--- src/rtl/msg_entry_loader_pkg.sv ---
// Shared message-entry types and constants.
// Code values are common with the HEX scroller decoder.
package msg_pkg;

   localparam int MSG_LEN = 6;
   localparam int CODE_W  = 4;
   localparam int CNT_W   = 3;
   localparam int MSG_W   = MSG_LEN * CODE_W;

   localparam logic [CODE_W-1:0] CODE_BLANK = 4'h0;
   localparam logic [CODE_W-1:0] CODE_ONE   = 4'h1;
   localparam logic [CODE_W-1:0] CODE_D     = 4'hD;
   localparam logic [CODE_W-1:0] CODE_E     = 4'hE;

   localparam logic [CNT_W-1:0] LEN_C = CNT_W'(MSG_LEN);

   typedef enum logic {
      ENTRY,
      OFFER
   } state_t;

   typedef logic [MSG_LEN-1:0][CODE_W-1:0] slots_t;

   // Left-most digit fills first: slot index for the next write.
   function automatic logic [CNT_W-1:0] slot_of(
      input logic [CNT_W-1:0] cnt
   );
      return CNT_W'(MSG_LEN - 1) - cnt;
   endfunction

endpackage

--- src/rtl/msg_entry_loader_if.sv ---
// Message offer channel from the entry loader to the scroller.
// valid/ready handshake carrying six packed character codes.
interface msg_entry_loader_if;

   logic                      msg_valid;
   logic                      msg_ready;
   logic [msg_pkg::MSG_W-1:0] msg_codes;

   modport master (
      output msg_valid,
      output msg_codes,
      input  msg_ready
   );

   modport slave (
      input  msg_valid,
      input  msg_codes,
      output msg_ready
   );

endinterface

--- src/rtl/msg_entry_loader_debounce.sv ---
// Pushbutton conditioner: 2-FF synchronizer, run-length debouncer,
// and a one-cycle press pulse on each debounced 1->0 transition.
module key_debounce #(
   parameter int DEBOUNCE_CYCLES = 1_000_000
) (
   input  logic i_clk,
   input  logic i_rst,
   input  logic i_btn_n,
   output logic o_press
);

   localparam int CW = $clog2(DEBOUNCE_CYCLES + 1);
   localparam logic [CW-1:0] LAST = CW'(DEBOUNCE_CYCLES - 1);

   logic          r_sync1;
   logic          r_sync2;
   logic          r_level;
   logic [CW-1:0] r_cnt;
   logic          r_press;
   logic          w_diff;
   logic          w_flip;

   assign w_diff = r_sync2 ^ r_level;
   assign w_flip = w_diff && (r_cnt == LAST);

   // Bring the raw button into the clock domain; idle is released.
   always_ff @(posedge i_clk) begin
      if (i_rst) begin
         r_sync1 <= 1'b1;
         r_sync2 <= 1'b1;
      end else begin
         r_sync1 <= i_btn_n;
         r_sync2 <= r_sync1;
      end
   end

   // Count consecutive disagreeing samples; flip level at the limit.
   always_ff @(posedge i_clk) begin
      if (i_rst) begin
         r_level <= 1'b1;
         r_cnt   <= '0;
         r_press <= 1'b0;
      end else begin
         r_press <= w_flip && r_level;
         if (!w_diff) begin
            r_cnt <= '0;
         end else if (w_flip) begin
            r_level <= r_sync2;
            r_cnt   <= '0;
         end else begin
            r_cnt <= r_cnt + CW'(1);
         end
      end
   end

   assign o_press = r_press;

endmodule

--- src/rtl/msg_entry_loader.sv ---
// Switch-driven message builder feeding the HEX scroller.
// Enter appends char_in left to right; commit offers the message.
module msg_entry_loader
   import msg_pkg::*;
#(
   parameter int DEBOUNCE_CYCLES = 1_000_000
) (
   input  logic                  CLOCK_50,
   input  logic                  reset,
   input  logic                  enter_n,
   input  logic                  commit_n,
   input  logic [CODE_W-1:0]     char_in,
   msg_entry_loader_if.master    msg,
   output logic [CNT_W-1:0]      count,
   output logic                  full
);

   state_t             r_state;
   slots_t             r_slots;
   logic [CNT_W-1:0]   r_count;
   logic               r_full;
   logic               r_valid;

   logic               w_enter_evt;
   logic               w_commit_evt;
   logic               w_wr;
   logic [CNT_W-1:0]   w_cnt_post;
   logic [CNT_W-1:0]   w_slot;

   key_debounce #(
      .DEBOUNCE_CYCLES (DEBOUNCE_CYCLES)
   ) u_enter_db (
      .i_clk   (CLOCK_50),
      .i_rst   (reset),
      .i_btn_n (enter_n),
      .o_press (w_enter_evt)
   );

   key_debounce #(
      .DEBOUNCE_CYCLES (DEBOUNCE_CYCLES)
   ) u_commit_db (
      .i_clk   (CLOCK_50),
      .i_rst   (reset),
      .i_btn_n (commit_n),
      .o_press (w_commit_evt)
   );

   // Enter write resolves first so a same-cycle commit sees it.
   assign w_wr       = w_enter_evt && (r_count != LEN_C);
   assign w_cnt_post = r_count + CNT_W'(w_wr);
   assign w_slot     = slot_of(r_count);

   // Entry/offer FSM with the message buffer and registered outputs.
   always_ff @(posedge CLOCK_50) begin
      if (reset) begin
         r_state <= ENTRY;
         r_slots <= '0;
         r_count <= '0;
         r_full  <= 1'b0;
         r_valid <= 1'b0;
      end else begin
         unique case (r_state)
            ENTRY: begin
               if (w_wr) begin
                  r_slots[w_slot] <= char_in;
                  r_count         <= w_cnt_post;
                  r_full          <= (w_cnt_post == LEN_C);
               end
               if (w_commit_evt && (w_cnt_post != '0)) begin
                  r_state <= OFFER;
                  r_valid <= 1'b1;
               end
            end
            OFFER: begin
               if (r_valid && msg.msg_ready) begin
                  r_slots <= {MSG_LEN{CODE_BLANK}};
                  r_count <= '0;
                  r_full  <= 1'b0;
                  r_valid <= 1'b0;
                  r_state <= ENTRY;
               end
            end
            default: begin
               r_state <= ENTRY;
            end
         endcase
      end
   end

   assign msg.msg_valid = r_valid;
   assign msg.msg_codes = r_slots;
   assign count         = r_count;
   assign full          = r_full;

endmodule
--- src/flat_wrapper.sv ---
// flat-port wrapper written by rule: the top's interface ports become plain ports
module msg_entry_loader_flat import msg_pkg::*;
#(
   parameter int DEBOUNCE_CYCLES = 1_000_000
)
  (CLOCK_50, reset, enter_n, commit_n, char_in, count, full, msg_msg_valid, msg_msg_codes, msg_msg_ready);
  msg_entry_loader_if msg_i ();
  input  logic CLOCK_50;
  input  logic reset;
  input  logic enter_n;
  input  logic commit_n;
  input  logic [CODE_W-1:0] char_in;
  output logic [CNT_W-1:0] count;
  output logic full;
  output wire logic [$bits(msg_i.msg_valid)-1:0] msg_msg_valid;
  output wire logic [$bits(msg_i.msg_codes)-1:0] msg_msg_codes;
  input wire logic [$bits(msg_i.msg_ready)-1:0] msg_msg_ready;
  assign msg_msg_valid = msg_i.msg_valid;
  assign msg_msg_codes = msg_i.msg_codes;
  assign msg_i.msg_ready = msg_msg_ready;
  msg_entry_loader #(.DEBOUNCE_CYCLES(DEBOUNCE_CYCLES)) u_core (.CLOCK_50(CLOCK_50), .reset(reset), .enter_n(enter_n), .commit_n(commit_n), .char_in(char_in), .msg(msg_i), .count(count), .full(full));
endmodule
--- config.mk ---
export PLATFORM = sky130hd
export DESIGN_NAME = msg_entry_loader_flat
export DESIGN_NICKNAME = d
export VERILOG_FILES = /design/src/rtl/msg_entry_loader_pkg.sv /design/src/rtl/msg_entry_loader_if.sv /design/src/rtl/msg_entry_loader_debounce.sv /design/src/rtl/msg_entry_loader.sv /design/src/flat_wrapper.sv
export SDC_FILE = /design/constraint.sdc
export NUM_CORES = 1
export LEC_CHECK = 0
export BUFFER_PORTS_ARGS = -buffer_cell sky130_fd_sc_hd__buf_2
export CAP_MARGIN = 20
export CORE_ASPECT_RATIO = 1.5
export CORE_UTILIZATION = 50
export DETAILED_ROUTE_END_ITERATION = 8
export PLACE_DENSITY_LB_ADDON = 0.25
export SYNTH_ARGS = -nofsm -noshare
export SYNTH_HDL_FRONTEND = slang
export SYNTH_SLANG_ARGS = --single-unit
--- constraint.sdc ---
create_clock -name CLOCK_50 -period 4.6 [get_ports CLOCK_50]
set_clock_uncertainty 0.2 [all_clocks]
set_input_delay 0.92 -clock CLOCK_50 [delete_from_list [all_inputs] [get_ports CLOCK_50]]
set_output_delay 0.92 -clock CLOCK_50 [all_outputs]
set_load 0.01 [all_outputs]
* Yosys cells after proc, flatten, opt, wreduce, memory -nomap -nowiden
Cells that the tools add are included.
** Cells by class
- Add/sub/neg operators :: 4
- Order comparisons :: 2
- Equal/unequal tests :: 7
- Multiplexer cells :: 17
- Bitwise gates (word level) :: 5
- Reduce and logical (&&, ||, !) cells :: 15
** Operators with widths (count)
- $mux W24 :: 2
- $pmux W24 S2 :: 1
- $add A20 B1 Y20 const B :: 2
- $eq A20 B20 Y1 const B :: 2
- $bwmux W24 :: 1
- $demux W4 S3 :: 1
- $logic_and A1 B1 Y1 :: 8
- $reduce_and A2 Y1 :: 4
- $mux W3 :: 2
- $pmux W1 S2 :: 3
- $pmux W3 S2 :: 1
- $reduce_or A3 Y1 :: 2
- $mux W1 :: 5
- $lt A3 B4 Y1 const B :: 1
- $mux W4 :: 1
- $ne A2 B1 Y1 const B :: 2
- $add A3 B1 Y3 :: 1
- $eq A3 B3 Y1 const B :: 1
- $ge A3 B1 Y1 const B :: 1
- $ne A3 B3 Y1 const B :: 1
- $not A1 Y1 :: 3
- $reduce_bool A3 Y1 :: 1
- $sub A3 B3 Y3 const A :: 1
- $ne A2 B2 Y1 const B :: 1
- $xor A1 B1 Y1 :: 2
** Storage, ports and cells
- Bits in registers :: 78
- Input port bits :: 9
- Output and inout port bits :: 29
- Logic and storage cells :: 70

* Depth between registers and ports, before layout
- Depth in word-level cells :: 8
- Gate-level depth with buffers :: 9
- Gate-level depth less buffers :: 8

* Modules after synthesis
From an unflattened synthesis, not the netlist that was laid out.
** Second synthesis, totals
- Cells, all modules :: 359
- Area total of the unflattened synthesis :: 3433.3 sq um
** Modules (own cells, without submodules)
- key_debounce :: times used 2, cells each 115, area each 1058.5 sq um, seq. area each 480.5 sq um
- msg_entry_loader :: times used 1, cells each 129, area each 1316.3 sq um, seq. area each 600.6 sq um

* Worst setup path before layout
Ideal clock, no wire load.
- Kind :: reg-to-reg
- From :: register u_core.r_count[2], in the netlist u_core.count[2]
- To :: register u_core.r_valid, in the netlist u_core.msg.msg_valid
- Library setup time :: 128 ps
- Arrival time :: 1883 ps
- Required time :: 4272 ps
- Path slack :: 2390 ps
- Stages on the path, launching flop included :: 10
- Path buffers :: 1
- Clock period less this slack :: 2210 ps
- Path through :: dfxtp_1 clkbuf_1 nand3b_1 and2_1 ha_1 ha_1 xor2_1 o311a_1 a21oi_1 nor2_1
** On the way
- Word-level cells in the longest chain between the ends :: 7
** RTL lines
- start, declared :: RTL line msg_entry_loader.sv:20 : logic [CNT_W-1:0] r_count;
- start signal, assigned :: RTL line msg_entry_loader.sv:66 : r_count <= w_cnt_post;
- $ne A3 B3 Y1 :: RTL line msg_entry_loader.sv:49 : assign w_wr = w_enter_evt && (r_count != LEN_C);
- $logic_and A1 B1 Y1 :: RTL line msg_entry_loader.sv:49
- $add A3 B1 Y3 (*) :: RTL line msg_entry_loader.sv:50 : assign w_cnt_post = r_count + CNT_W'(w_wr);
- $reduce_bool A3 Y1 (*) :: RTL line msg_entry_loader.sv:69 : if (w_commit_evt && (w_cnt_post != '0)) begin
- $logic_and A1 B1 Y1 (*) :: RTL line msg_entry_loader.sv:69
- $ne A2 B1 Y1 (no line) (*)
- $reduce_and A2 Y1 (no line) (*)
- end signal, assigned :: RTL line msg_entry_loader.sv:60 : r_valid <= 1'b0;
- end signal, assigned :: RTL line msg_entry_loader.sv:71 : r_valid <= 1'b1;
- end signal, assigned :: RTL line msg_entry_loader.sv:79 : r_valid <= 1'b0;
- end, declared :: RTL line msg_entry_loader.sv:22 : logic r_valid;
Every way passes the cells marked *; elsewhere a longest branch is shown, timed or not.
A chain may end at the register's enable or synchronous reset.

* Final worst setup path
- From :: register u_core.u_enter_db.r_cnt[8]
- To :: register u_core.u_enter_db.r_cnt[14]
** On the way
- Word-level cells in the longest chain between the ends :: 3
- Elaborated cells between the ends (all ways) :: 4
- Those cells by class :: add/sub (1); eq/ne (1); reduce/logical (2)
** RTL lines
- start, declared :: RTL line msg_entry_loader_debounce.sv:18 : logic [CW-1:0] r_cnt;
- start signal, assigned :: RTL line msg_entry_loader_debounce.sv:51 : r_cnt <= r_cnt + CW'(1);
- branches (longest 3 deep; another with $add A20 B1 Y20)
Parallel ways; which one is timed is not known.

==> results.txt <==
* Die Span Y: a little over 100 um
- The cell count after synthesis came out at 363.
* Core ar.: around 0.0065 mm2
* Clock sinks: 78
- Detailed-route DRC error count: 0
- Core Rows: 36
- The tightest min-delay check is of the flip-flop to flip-flop type.
- Area share of and/or/nand/nor cells after synthesis: a little over a quarter
- Summing all multi-input logic gate instances after layout gives roughly 0.0017 mm2.
- Leaving out fill and tap cells, the most frequent cell in the layout is dfxtp_1.
* Longest individual stage delay on the worst path: around 0.60 ns
- The synthesized netlist devotes 1.50% of its cell area to adder and majority cells.
- Cells fill between 50 and 60% of the core in the end.
- Worst slack at placement: between 2 and 2.5 ns
* Total of fill cells in the finished design: 570
* Synthesized cell area: 0.00334 mm2
* CTS tree: built
- Along the worst hold path, the cell count comes to 1.
- Worst Hold Endpoint: u_core.u_enter_db.r_sync2
- Of all nets on the critical path, the largest fanout is 20.
- For the final routed database, the setup TNS stands at 0 ns.
- The die covers 0.00703 mm2.
* Vias per cell: approximately 5.8
- Net count after synthesis: 376
* Overall overflow remaining after global route: 0
- Max Fclk: around 0.4 GHz
* Overall power: 1.32 mW
- STA puts the critical path data required time at around 4.6 ns.
- WS Path Type: flip-flop to flip-flop
* Cells along the critical path: or4b_1, nor4_2, a211o_1, a21oi_1
* Critical Path Source Type: flip-flop
- In the synthesized netlist the async set-or-reset flop fraction comes to 0%.
- Combinational family with the most area after synthesis: simple AND/OR/NAND/NOR gates
- Total number of yosys warnings: 0
- For the worst setup path, the data arrival time is between 2 and 2.5 ns.
* Crit-path slowest cell: a211o_1
* Origin of the worst min-delay path: u_core.u_enter_db.r_sync1
- In the final layout, flip-flops and latches occupy 0.00156 mm2.
- After clock tree synthesis, the clock-pin slew on the worst setup and hold paths is 0.08 ns.
* Area delta synth->final: 14.6%
- The first routing iteration left 178 violations.
- Count of maximum capacitance violations: 0
- The most critical setup path has its startpoint at u_core.u_enter_db.r_cnt[8].
- Hpwl dp: slightly below 5000 um
- Avg Inst Size Synth: a little over 9 um2
* Number of clock buffers inserted by TritonCTS: 9
- From left edge to right edge, the die measures between 60 and 70 um.
* Clock H-tree levels: 3
- The routed layout has approximately 2800 vias.
- After synthesis, the share of cell area in mux cells is 0%.
* Number of cells traversed by the worst register-to-register path: 4
- For this design, the CTS-stage hold fixing added 0 buffers.
- Resized Gates After CTS: 0
* Number of placed I/O pins: 38
- The hold violation count in the final report is 0.
- CTS root buffer: clkbuf_8
* Type of element capturing the critical path: flip-flop
- Synthesized-area fraction occupied by ao, oa, aoi and oai cells: between 10 and 15%
- Final Critical Period: between 2 and 2.5 ns
- Setup violations remaining at the end of the flow were counted as 0.
* Pin count of the biggest net entering global routing: 21
- EDFF count, synth: 0
- Synthesis inferred 78 register bits.
- Antenna diode instance count: 0
- The number of global-route vias before repair was roughly 2600.
- Number of port buffers: 37
* Wire per inst: between 10 and 15 um
* Buffer count from post-CTS setup fixing: 0
* Cell leakage power: between 1 and 1.5 nW
* Count of nets left with antenna violations after detail routing: 0
- R2r startpoint: u_core.u_enter_db.r_cnt[8]
* Period utilization: about 53%
- Global-route wire length before repair: about 11000 um
- The netlist uses between 40 and 50 different library cells.
- Drt pass-1 iters: 5
- Setup slack after layout: about 2.2 ns
* Total global-route track usage: approximately 22%
* Fraction of layout instances using a drive strength above 1: between 10% and 20%
- At the end of routability-driven placement, the weighted congestion stood at ~0.84.
* Peak ir drop on the vdd network: around 0.19 mV
- For the pin with the worst max-slew slack, the measured transition is 1.03 ns.
* Power per Cell Area: between 300 and 400 mW/mm2
* Setup slack on the worst flop-to-flop path: 2.16 ns
- Counting along the longest clock path gives a buffer depth of 2.
* WL final: 7040 um
- The share of the Yosys chip area taken by registers is 46.7%.
- The initial utilization of the core area, before any placement, comes to just over 50%.
- The worst register-to-register path ends at u_core.u_enter_db.r_cnt[14].
- After Yosys synthesis, XOR and XNOR cells account for 7.33% of the synthesized area.
- Highest-count cells in the layout ignoring fill and taps: dfxtp_1, nor2_1, buf_2
* Worst rel slew slack: 30.5%
- Main flop type after synthesis: dfxtp_1
- Antenna violations before repair: 0
* Unrepaired setup endpoints after global routing: no
- Fin. max-slew vios: 0
- Result of the run: finished, final reports clean
- Clk_lat worst skew: 0.35 ns
- After the last flow step, the layout net total stands at between 400 and 500.
## worst max-delay path, delay by kind of cell, from the launching register on
family / cells / cell delay, ns
and+or+nand+nor: 2 / 1.00
DFF: 1 / 0.38
AOI/OAI and AO/OA: 2 / 0.71
## through the flow
| step | hold WS (ns) | area, um2 | std cells |
|---|---|---|---|
| 2_1_floorplan | 0.189 | 3340 | 363 |
| 3_3_place_gp | 0.201 | 3580 | 464 |
| 3_5_place_dp | 0.200 | 3580 | 464 |
| 4_1_cts | 0.219 | 3830 | 480 |
| 5_1_grt | 0.236 | 3830 | 480 |
| 6_report | 0.219 | 3830 | 480 |
## power breakdown
part | switching (mW) | internal [mW] | total [mW]
Clock | 0.242 | 0.380 | 0.623
Sequential | 0.00144 | 0.677 | 0.678
Combinational | 0.0151 | 0.00673 | 0.0218
## area by class of cell
cell class                 count  area share, %
multi-input combinational    262           44.2
inverter                      10          0.979
clock inverter                 2           1.57
clock buffer                  14           5.03
tap                           76           2.48
sequential                    78           40.7
timing repair buffer          38           5.03
## flip-flops by register name (all words and copies together), names as in the netlist
signal                      flops
u_core.full                     1
u_core.msg.msg_valid            1
u_core.u_enter_db.o_press       1
u_core.u_enter_db.r_level       1
u_core.u_enter_db.r_sync2       1
u_core.count                    3
u_core.u_commit_db.o_press      1
u_core.u_commit_db.r_sync2      1
u_core.u_commit_db.r_cnt       20
u_core.u_commit_db.r_level      1
u_core.r_state                  1
u_core.msg.msg_codes           24
u_core.u_enter_db.r_sync1       1
u_core.u_commit_db.r_sync1      1
u_core.u_enter_db.r_cnt        20
## worst max path at each step
stage                                  end  slack, ns  cells after the start
3_3_place_gp      u_core.msg.msg_codes[23]       2.12                      5
5_1_grt         u_core.u_enter_db.r_cnt[3]       2.03                      4
6_report       u_core.u_enter_db.r_cnt[14]       2.16                      4
4_1_cts        u_core.u_enter_db.r_cnt[14]       2.14                      4
3_5_place_dp      u_core.msg.msg_codes[23]       2.13                      5
2_1_floorplan         u_core.msg.msg_valid       2.39                      9
## cells by family after synthesis
kind of cell,after synthesis
and+or+nand+nor,157
DFF,78
AOI/OAI and AO/OA,73
xor gates and xnor gates,28
buffers and inverters,23
adders and majority gates,4
## synthesized netlist by cell type, drive strengths merged, types with 9 or more instances
master	number	area (um2)
a21oi	26	134
a22o	13	114
and3	9	57.6
clkbuf	10	37.5
dfxtp	78	1560
inv	10	37.5
nand2	14	52.6
nand3	17	85.1
nand4	17	121
nor2	38	143
o21ai	14	70.1
xnor2	15	131
xor2	13	114
## metal layers
metal,part of all wire [%],GRT usage (%),vias up
met5,0,0,-
met4,2.1,10.8,0
met3,4.9,5.02,15
met2,51,37.7,85
met1,42,23.7,1306
li1,-,-,1395
Power figures use the tool's default switching activity.
